==> src/rtl/melody_sequencer_pkg.sv <==
// Shared types and constants for the melody sequencer: note codes, table entry layout, FSM states.
package melody_sequencer_pkg;

    localparam int unsigned CODE_W  = 4;
    localparam int unsigned DUR_W   = 2;
    localparam int unsigned ENTRY_W = CODE_W + DUR_W;
    localparam int unsigned NOTE_W  = 8;

    // Table note codes; 9..15 are illegal and play as rest
    localparam logic [CODE_W-1:0] NOTE_REST = 4'd0;
    localparam logic [CODE_W-1:0] NOTE_DO   = 4'd1;
    localparam logic [CODE_W-1:0] NOTE_RE   = 4'd2;
    localparam logic [CODE_W-1:0] NOTE_MI   = 4'd3;
    localparam logic [CODE_W-1:0] NOTE_FA   = 4'd4;
    localparam logic [CODE_W-1:0] NOTE_SO   = 4'd5;
    localparam logic [CODE_W-1:0] NOTE_LA   = 4'd6;
    localparam logic [CODE_W-1:0] NOTE_TI   = 4'd7;
    localparam logic [CODE_W-1:0] NOTE_DO_H = 4'd8;

    // One table entry: note code plus duration (beats = dur + 1)
    typedef struct packed {
        logic [CODE_W-1:0] code;
        logic [DUR_W-1:0]  dur;
    } entry_t;

    typedef enum logic [1:0] {
        IDLE  = 2'd0,
        FETCH = 2'd1,
        PLAY  = 2'd2,
        GAP   = 2'd3
    } state_t;

    // Note code to one-hot beeper drive; rest and illegal codes are silent
    function automatic logic [NOTE_W-1:0] note_onehot(input logic [CODE_W-1:0] code);
        logic [NOTE_W-1:0] v;
        v = '0;
        case (code)
            NOTE_DO:   v = 8'h01;
            NOTE_RE:   v = 8'h02;
            NOTE_MI:   v = 8'h04;
            NOTE_FA:   v = 8'h08;
            NOTE_SO:   v = 8'h10;
            NOTE_LA:   v = 8'h20;
            NOTE_TI:   v = 8'h40;
            NOTE_DO_H: v = 8'h80;
            default:   v = '0;
        endcase
        return v;
    endfunction

endpackage

==> src/rtl/melody_rom.sv <==
// Fixed tune table (Twinkle Twinkle): address -> note entry, purely combinational.
module melody_rom
    import melody_sequencer_pkg::*;
#(
    parameter int unsigned ADDR_W = 4
) (
    input  logic [ADDR_W-1:0] i_addr,
    output entry_t            o_entry_c
);

    // Table lookup; unlisted addresses are rests
    always_comb begin
        o_entry_c = '{code: NOTE_REST, dur: 2'd0};
        case (i_addr)
            ADDR_W'(0):  o_entry_c = '{code: NOTE_DO,   dur: 2'd0};
            ADDR_W'(1):  o_entry_c = '{code: NOTE_DO,   dur: 2'd0};
            ADDR_W'(2):  o_entry_c = '{code: NOTE_SO,   dur: 2'd0};
            ADDR_W'(3):  o_entry_c = '{code: NOTE_SO,   dur: 2'd0};
            ADDR_W'(4):  o_entry_c = '{code: NOTE_LA,   dur: 2'd0};
            ADDR_W'(5):  o_entry_c = '{code: NOTE_LA,   dur: 2'd0};
            ADDR_W'(6):  o_entry_c = '{code: NOTE_SO,   dur: 2'd1};
            ADDR_W'(7):  o_entry_c = '{code: NOTE_FA,   dur: 2'd0};
            ADDR_W'(8):  o_entry_c = '{code: NOTE_FA,   dur: 2'd0};
            ADDR_W'(9):  o_entry_c = '{code: NOTE_MI,   dur: 2'd0};
            ADDR_W'(10): o_entry_c = '{code: NOTE_MI,   dur: 2'd0};
            ADDR_W'(11): o_entry_c = '{code: NOTE_RE,   dur: 2'd0};
            ADDR_W'(12): o_entry_c = '{code: NOTE_RE,   dur: 2'd0};
            ADDR_W'(13): o_entry_c = '{code: NOTE_DO,   dur: 2'd1};
            ADDR_W'(14): o_entry_c = '{code: NOTE_REST, dur: 2'd0};
            ADDR_W'(15): o_entry_c = '{code: NOTE_REST, dur: 2'd0};
            default:     o_entry_c = '{code: NOTE_REST, dur: 2'd0};
        endcase
    end

endmodule

==> src/rtl/melody_sequencer.sv <==
// Autonomous tune player: walks the note table, holds each note for 1-4 beats with a silent
// articulation gap at the end, and drives a one-hot note code to the beeper.
module melody_sequencer
    import melody_sequencer_pkg::*;
#(
    parameter int unsigned BEAT_CYCLES = 12_500_000,
    parameter int unsigned GAP_CYCLES  = 1_250_000,
    parameter int unsigned SONG_LEN    = 16,
    parameter int unsigned ADDR_W      = 4
) (
    input  logic              CLK_50M,
    input  logic              RST_N,
    input  logic              START,
    input  logic              STOP,
    input  logic              LOOP,
    output logic [NOTE_W-1:0] NOTE,
    output logic              PLAYING,
    output logic [ADDR_W-1:0] NOTE_IDX,
    output logic              SONG_END
);

    localparam int unsigned CYC_W = (BEAT_CYCLES > 1) ? $clog2(BEAT_CYCLES) : 1;
    localparam logic [CYC_W-1:0]  CYC_LAST      = CYC_W'(BEAT_CYCLES - 1);
    localparam logic [CYC_W-1:0]  CYC_SOUND_END = CYC_W'(BEAT_CYCLES - GAP_CYCLES - 1);
    localparam logic [ADDR_W-1:0] ADDR_LAST     = ADDR_W'(SONG_LEN - 1);

    state_t              r_state;
    state_t              w_state_nxt;
    logic [ADDR_W-1:0]   r_addr;
    logic [ADDR_W-1:0]   w_addr_nxt;
    logic [CYC_W-1:0]    r_cyc;
    logic [CYC_W-1:0]    w_cyc_nxt;
    logic [DUR_W-1:0]    r_beat;
    logic [DUR_W-1:0]    w_beat_nxt;
    logic [CODE_W-1:0]   r_code;
    logic [CODE_W-1:0]   w_code_nxt;
    logic [DUR_W-1:0]    r_dur;
    logic [DUR_W-1:0]    w_dur_nxt;
    logic [NOTE_W-1:0]   r_note;
    logic [NOTE_W-1:0]   w_note_nxt;
    logic                r_playing;
    logic                w_playing_nxt;
    logic                r_song_end;
    logic                w_song_end_nxt;
    logic                w_cyc_last;
    entry_t              w_entry;

    melody_rom #(
        .ADDR_W (ADDR_W)
    ) u_rom (
        .i_addr    (r_addr),
        .o_entry_c (w_entry)
    );

    assign w_cyc_last = (r_cyc == CYC_LAST);

    // Next-state, counter and registered-output decode; outputs follow the state being entered
    always_comb begin
        w_state_nxt    = r_state;
        w_addr_nxt     = r_addr;
        w_cyc_nxt      = r_cyc;
        w_beat_nxt     = r_beat;
        w_code_nxt     = r_code;
        w_dur_nxt      = r_dur;
        w_song_end_nxt = 1'b0;

        if (STOP) begin
            w_state_nxt = IDLE;
            w_addr_nxt  = '0;
            w_cyc_nxt   = '0;
            w_beat_nxt  = '0;
        end else begin
            case (r_state)
                IDLE: begin
                    w_cyc_nxt  = '0;
                    w_beat_nxt = '0;
                    if (START) begin
                        w_state_nxt = FETCH;
                        w_addr_nxt  = '0;
                    end
                end
                FETCH: begin
                    w_code_nxt  = w_entry.code;
                    w_dur_nxt   = w_entry.dur;
                    w_cyc_nxt   = '0;
                    w_beat_nxt  = '0;
                    w_state_nxt = PLAY;
                end
                PLAY: begin
                    // The gap always starts before the beat wraps, so beat never passes dur
                    if (r_beat == r_dur && r_cyc == CYC_SOUND_END) begin
                        w_state_nxt = GAP;
                    end
                    if (w_cyc_last) begin
                        w_cyc_nxt  = '0;
                        w_beat_nxt = r_beat + DUR_W'(1);
                    end else begin
                        w_cyc_nxt  = r_cyc + CYC_W'(1);
                    end
                end
                GAP: begin
                    if (w_cyc_last) begin
                        w_cyc_nxt = '0;
                        if (r_addr < ADDR_LAST) begin
                            w_addr_nxt  = r_addr + ADDR_W'(1);
                            w_state_nxt = FETCH;
                        end else begin
                            w_song_end_nxt = 1'b1;
                            w_addr_nxt     = '0;
                            w_state_nxt    = LOOP ? FETCH : IDLE;
                        end
                    end else begin
                        w_cyc_nxt = r_cyc + CYC_W'(1);
                    end
                end
                default: begin
                    w_state_nxt = IDLE;
                    w_addr_nxt  = '0;
                    w_cyc_nxt   = '0;
                    w_beat_nxt  = '0;
                end
            endcase
        end

        w_note_nxt    = (w_state_nxt == PLAY) ? note_onehot(w_code_nxt) : '0;
        w_playing_nxt = (w_state_nxt != IDLE);
    end

    // State register
    always_ff @(posedge CLK_50M or negedge RST_N) begin
        if (!RST_N) begin
            r_state <= IDLE;
        end else begin
            r_state <= w_state_nxt;
        end
    end

    // Address, counters, latched entry and output registers
    always_ff @(posedge CLK_50M or negedge RST_N) begin
        if (!RST_N) begin
            r_addr     <= '0;
            r_cyc      <= '0;
            r_beat     <= '0;
            r_code     <= '0;
            r_dur      <= '0;
            r_note     <= '0;
            r_playing  <= 1'b0;
            r_song_end <= 1'b0;
        end else begin
            r_addr     <= w_addr_nxt;
            r_cyc      <= w_cyc_nxt;
            r_beat     <= w_beat_nxt;
            r_code     <= w_code_nxt;
            r_dur      <= w_dur_nxt;
            r_note     <= w_note_nxt;
            r_playing  <= w_playing_nxt;
            r_song_end <= w_song_end_nxt;
        end
    end

    assign NOTE     = r_note;
    assign PLAYING  = r_playing;
    assign NOTE_IDX = r_addr;
    assign SONG_END = r_song_end;

endmodule

==> config.mk <==
export PLATFORM = sky130hd
export DESIGN_NAME = melody_sequencer
export DESIGN_NICKNAME = d
export VERILOG_FILES = /design/src/rtl/melody_sequencer_pkg.sv /design/src/rtl/melody_rom.sv /design/src/rtl/melody_sequencer.sv
export SDC_FILE = /design/constraint.sdc
export NUM_CORES = 1
export LEC_CHECK = 0
export ABC_AREA = 0
export BUFFER_PORTS_ARGS = -buffer_cell sky130_fd_sc_hd__buf_4
export CORE_MARGIN = 4
export CORE_UTILIZATION = 48
export DETAILED_ROUTE_END_ITERATION = 10
export PLACE_DENSITY = 0.66
export SYNTH_ARGS = -nofsm -noshare
export SYNTH_HDL_FRONTEND = slang
export SYNTH_SLANG_ARGS = --single-unit
==> constraint.sdc <==
create_clock -name CLK_50M -period 2.4 [get_ports CLK_50M]
set_input_delay 0.36 -clock CLK_50M [delete_from_list [all_inputs] [get_ports CLK_50M]]
set_output_delay 0.36 -clock CLK_50M [all_outputs]
set_load 0.01 [all_outputs]
==> results of run 1 <==
flip-flops by register name, indices dropped and copies added (netlist names):
name,cells
r_beat,2
NOTE,8
r_code,4
r_cyc,24
r_state,2
SONG_END,1
r_dur,1
NOTE_IDX,4
PLAYING,1
area by class of cell:
class / count / area (um2) / share of cell area
repair buffers: 19 / 155 / 0.0575
clock buffers: 5 / 68.8 / 0.0255
clock inverters: 3 / 23.8 / 0.00881
multi-input cells: 177 / 1160 / 0.432
inverters: 7 / 26.3 / 0.00974
flip-flops and latches: 47 / 1180 / 0.436
well taps: 67 / 83.8 / 0.0311
cell families (layout without fill, tap and decap cells):
family / Yosys count / after routing / synth area share
adders and majority gates: 6 / 6 / 0.0312
xor gates and xnor gates: 25 / 25 / 0.0911
AOI/OAI and AO/OA: 17 / 17 / 0.0593
muxes: 2 / 2 / 0.00832
buffers and inverters: 13 / 34 / 0.0265
and+or+nand+nor: 127 / 127 / 0.294
DFF: 47 / 47 / 0.489
placed cells by master, fill, tap and decap left out, types with 9 or more instances in the layout:
cell     netlist  layout
nand3_1       11      11
dfrtp_1       47      47
nor3_1         9       9
xor2_1        11      11
xnor2_1       14      14
nand2_1       15      15
nor2_1        36      36
buf_4          1      18
stage by stage:
step                      setup slack, ns  total power, mW  cell area (um2)
final                               0.295             1.39             2700
after floorplan                     0.512            0.878             2400
after CTS                           0.289             1.41             2700
after global placement              0.358            0.918             2610
after global routing                0.143             1.45             2700
after detailed placement            0.309            0.920             2610
power by group through the flow:
stage | Sequential, mW | Clock, mW | Combinational, mW
after floorplan | 0.829 | 0 | 0.0494
after global placement | 0.828 | 0 | 0.0901
after detailed placement | 0.828 | 0 | 0.0914
after CTS | 0.813 | 0.505 | 0.0915
after global routing | 0.814 | 0.538 | 0.0996
final | 0.812 | 0.486 | 0.0886
worst paths after layout:
kind	start	to	slack, ns	cells past startpoint
min in group CLK_50M	STOP	r_state[1]$_DFF_PN0_	0.30	2
worst min-delay path	RST_N	r_cyc[8]$_DFF_PN0_	0.06	1
max in group asynchronous	RST_N	r_cyc[2]$_DFF_PN0_	1.95	1
worst max-delay path	r_cyc[0]$_DFF_PN0_	NOTE[7]$_DFF_PN0_	0.29	6
worst max register to register	r_cyc[0]$_DFF_PN0_	NOTE[7]$_DFF_PN0_	0.29	6
worst min register to register	r_cyc[0]$_DFF_PN0_	r_cyc[0]$_DFF_PN0_	0.47	1
routing by layer:
metal | up-vias | track usage | wire (um)
met1 | 820 | 0.204 | 2150
met3 | 10 | 0.0363 | 114
li1 | 869 | - | -
met2 | 19 | 0.269 | 2110
met5 | - | 0 | 0
met4 | 0 | 0.0577 | 87
worst reg2reg max path, delay by kind of cell (launching register included):
family                     cells  cell delay [ns]
adders and majority gates      1             0.24
DFF                            1             0.40
AOI/OAI and AO/OA              1             0.44
and+or+nand+nor                4             0.93
==> impl_metrics.py, run 1 <==
metrics = {
    "worst_setup_path": {
        "cp_top_family": "simple AND/OR/NAND/NOR gates",
        "crit_required_ns": 2.60,
        "slowest_stage": "a211oi_2",
        "critPathBufInv": 0,
        "worstSetupPathType": "reg -> reg",
        "cp_data_arrival_time_ns": 2.30,
        "cp_max_fo": 6,
        "worst_path_largest_cell_delay_ns": 0.44,
        "end_kind": "register",
        "start_kind": "register",
        "worstPathCellList": "ha_1, nand4_1, nor4_2, a211oi_2, or3b_1, nor4_1",
    },
    "die": {
        "row_count": 25,
        "start_util": 0.502,
        "die_x_um": 78.8,
        "die_height_um": 78.8,
        "coreArea_um2": 4790,
        "ioPinCount": 19,
        "die_area_um2": 6210,
    },
    "status": {
        "status": "complete, no violations",
    },
    "synth": {
        "synthArstFlopShare": 1.00,
        "synth_nets": 248,
        "synth_area_um2": 2400,
        "synth.top_cells.by_count": "47 x dfrtp_1, 36 x nor2_1, 15 x nand2_1",
        "synth_cell_types": 47,
        "yosys_warnings": 0,
        "ys.flop_type": "dfrtp_1",
        "synth-seq-cells": 47,
        "synth_edf_count": 0,
        "syn_inst": 237,
        "synth_top_area_frac": 0.489,
        "synth_seq_area_share": 0.489,
        "synth_most_common_cell": "dfrtp_1",
        "ys_top_cells_by_area": "dfrtp_1 49%, nor2_1 5.6%, xnor2_1 5.1%, xor2_1 4.0%, ha_1 3.1%",
        "yosysTopAreaCell": "dfrtp_1",
        "syn_area_per_cell_um2": 10.1,
    },
    "placed_design": {
        "port_buffers": 18,
        "dp_hpwl_um": 3260,
        "dp.cells": 317,
        "place_congestion": 0.846,
    },
    "detailed_routing": {
        "num_vias": 1718,
        "drt_iter0_markers": 66,
        "drtPass1Iterations": 4,
        "antenna_left": 0,
        "viasPerCell": 5.29,
        "drc": 0,
        "wl_per_cell_um": 13.7,
        "wirelength_um": 4470,
    },
    "final_layout": {
        "fillers": 429,
        "fin_nets": 268,
        "area_delta_synth_final_pct": 12.2,
        "antenna_cells": 0,
        "fin_cells": 325,
        "fin_util": 0.564,
        "final_layout_size_suffix_gt1_frac": 0.151,
    },
    "sta": {
        "finalHoldViolCount": 0,
        "relSlewSlack": 0.612,
        "layout_min_cycle_time_ns": 2.11,
        "tightestPinTransition_ns": 0.582,
        "fin_crit_sh": 0.877,
        "drv_slew": 0,
        "setup_violations": 0,
        "clock.fmax_mhz": 475,
        "clock-skew-final_ns": 0.00560,
        "rsz0062_at_grt": "no",
        "setup_tns_ns": 0,
        "whs_ns": 0.0567,
    },
    "global_routing": {
        "grt_max_degree": 48,
        "grt_pass1_wl_um": 7890,
        "grt-ovfl-total": 0,
        "antenna_found_initial": 0,
        "track_usage": 0.161,
        "first_global_vias": 1690,
    },
    "cts": {
        "clock_path_buffers": 2,
        "postCtsSetupRepairBufs": 0,
        "htreeDepth": 2,
        "clk_transition_reported_paths_ns": 0.09,
        "cts_tree": "built",
        "cts_buffers": 5,
        "cts_root_buf": "clkbuf_8",
        "cts_resized": 0,
        "clk_latency_ns": 0.30,
        "postCtsHoldBufs": 0,
        "clock-sinks": 47,
    },
    "power": {
        "p_int_mw": 1.05,
        "power_density_nw_per_um2": 514,
        "pwr-share-seq": 0.586,
        "p_sw_mw": 0.339,
        "comb_power_share": 0.064,
        "p_leak_nw": 1.13,
        "swShare": 0.245,
        "clkPwrFrac": 0.350,
        "irDropWorstVdd_uv": 312,
    },
    "job": {
        "drv_cap": 0,
    },
    "worst_hold_path": {
        "hp-class": "in -> async",
    },
}
No activity file was read; power rests on OpenSTA's default activity.
==> run 2: changes to the inputs <==
- CORE_MARGIN: 4 -> 2
==> impl_metrics.py, run 2 (same netlist as run 1, synthesis figures left out) <==
metrics = {
    "cts": {
        "cts_root_buf": "clkbuf_8",
        "clk_transition_reported_paths_ns": 0.09,
        "cts_resized": 0,
        "clock_path_buffers": 2,
        "clock-sinks": 47,
        "htreeDepth": 2,
        "clk_latency_ns": 0.29,
        "cts_buffers": 5,
        "cts_tree": "built",
        "postCtsSetupRepairBufs": 0,
        "postCtsHoldBufs": 0,
    },
    "sta": {
        "setup_violations": 0,
        "fin_crit_sh": 0.873,
        "drv_slew": 0,
        "layout_min_cycle_time_ns": 2.10,
        "clock-skew-final_ns": 0.00356,
        "relSlewSlack": 0.616,
        "rsz0062_at_grt": "no",
        "clock.fmax_mhz": 477,
        "setup_tns_ns": 0,
        "whs_ns": 0.0652,
        "tightestPinTransition_ns": 0.576,
        "finalHoldViolCount": 0,
    },
    "final_layout": {
        "layout_commonest_cell": "dfrtp_1",
        "fillers": 428,
        "largest-register": "r_cyc",
        "layout_common_cells": "47 x dfrtp_1, 36 x nor2_1, 19 x buf_4",
        "area_delta_synth_final_pct": 12.5,
        "antenna_cells": 0,
        "largest_reg_flops": 24,
        "final_layout_size_suffix_gt1_frac": 0.151,
        "fin_cells": 325,
        "fin_nets": 268,
    },
    "placed_design": {
        "dp_hpwl_um": 3170,
        "place_congestion": 0.809,
        "port_buffers": 18,
        "dp.cells": 317,
    },
    "detailed_routing": {
        "drc": 0,
        "wirelength_um": 4420,
        "num_vias": 1689,
        "viasPerCell": 5.20,
        "wl_per_cell_um": 13.6,
        "drtPass1Iterations": 4,
        "drt_iter0_markers": 54,
        "antenna_left": 0,
    },
    "die": {
        "row_count": 25,
        "coreArea_um2": 4790,
        "die_height_um": 74.8,
        "ioPinCount": 19,
        "die_area_um2": 5590,
        "start_util": 0.502,
        "die_x_um": 74.8,
    },
    "worst_setup_path": {
        "worstSetupPathType": "reg -> reg",
        "slowest_stage": "dfrtp_1",
        "cp_data_arrival_time_ns": 2.29,
        "end_kind": "register",
        "cp_max_fo": 8,
        "reg2reg_from": "NOTE_IDX[1]$_DFFE_PN0P_",
        "worst_setup_path_startpoint": "NOTE_IDX[1]$_DFFE_PN0P_",
        "cp_top_family": "simple AND/OR/NAND/NOR gates",
        "worst_path_largest_cell_delay_ns": 0.50,
        "critPathBufInv": 1,
        "worstPathCellList": "inv_1, ha_1, mux2i_1, a211oi_1, a21o_4, or3b_1, nor4_1",
        "crit_required_ns": 2.60,
        "start_kind": "register",
    },
    "job": {
        "drv_cap": 0,
    },
    "power": {
        "power_density_nw_per_um2": 543,
        "irDropWorstVdd_uv": 344,
        "p_leak_nw": 1.14,
    },
    "status": {
        "status": "complete, no violations",
    },
    "worst_hold_path": {
        "hp-class": "in -> async",
    },
    "global_routing": {
        "grt_pass1_wl_um": 7760,
        "grt_max_degree": 48,
        "antenna_found_initial": 0,
        "track_usage": 0.183,
        "first_global_vias": 1646,
        "grt-ovfl-total": 0,
    },
}
[run 2: where the power goes]
group	internal (mW)	leakage, nW	switching [mW]
clock	0.310	0.0581	0.262
combinational	0.0334	0.429	0.0525
sequential	0.804	0.651	0.00897
total	1.15	1.14	0.323
[run 2: cell type report]
class | count | area, um2 | area share
sequential | 47 | 1180 | 0.435
multi-input combinational | 177 | 1160 | 0.430
timing repair buffer | 19 | 143 | 0.0527
tap | 67 | 83.8 | 0.0310
clock buffer | 5 | 68.8 | 0.0254
clock inverter | 3 | 43.8 | 0.0162
inverter | 7 | 26.3 | 0.00971
[run 2: per-layer routing]
layer / track usage / share of wire / vias to the layer above
li1: - / - / 862
met2: 0.291 / 0.46 / 21
met3: 0.0428 / 0.032 / 8
met4: 0.0615 / 0.012 / 0
met1: 0.248 / 0.49 / 798
met5: 0 / 0 / -
[run 2: worst paths after layout]
| kind | endpoint | slack [ns] | cells after the start |
|---|---|---|---|
| min in group CLK_50M | r_state[1]$_DFF_PN0_ | 0.30 | 2 |
| setup / recovery | NOTE[7]$_DFF_PN0_ | 0.30 | 7 |
| hold / removal | r_cyc[7]$_DFF_PN0_ | 0.07 | 1 |
| max in group asynchronous | NOTE_IDX[0]$_DFFE_PN0P_ | 1.95 | 1 |
| setup reg to reg | NOTE[7]$_DFF_PN0_ | 0.30 | 7 |
| hold reg to reg | r_cyc[0]$_DFF_PN0_ | 0.47 | 1 |
[run 2: through the flow]
step | utilization | total power, mW | cell area (um2) | setup slack (ns)
after floorplan | - | 0.878 | 2400 | 0.512
after global placement | 0.542 | 0.915 | 2590 | 0.353
after detailed placement | 0.542 | 0.917 | 2590 | 0.346
after CTS | 0.565 | 1.49 | 2710 | 0.292
after global routing | 0.565 | 1.53 | 2710 | 0.0895
final | 0.565 | 1.47 | 2710 | 0.304
[run 2: worst reg2reg max path, cell delays in order (launching register included)]
cell	delay, ns
dfrtp_1	0.50
inv_1	0.13
ha_1	0.30
mux2i_1	0.15
a211oi_1	0.11
a21o_4	0.23
or3b_1	0.40
nor4_1	0.18
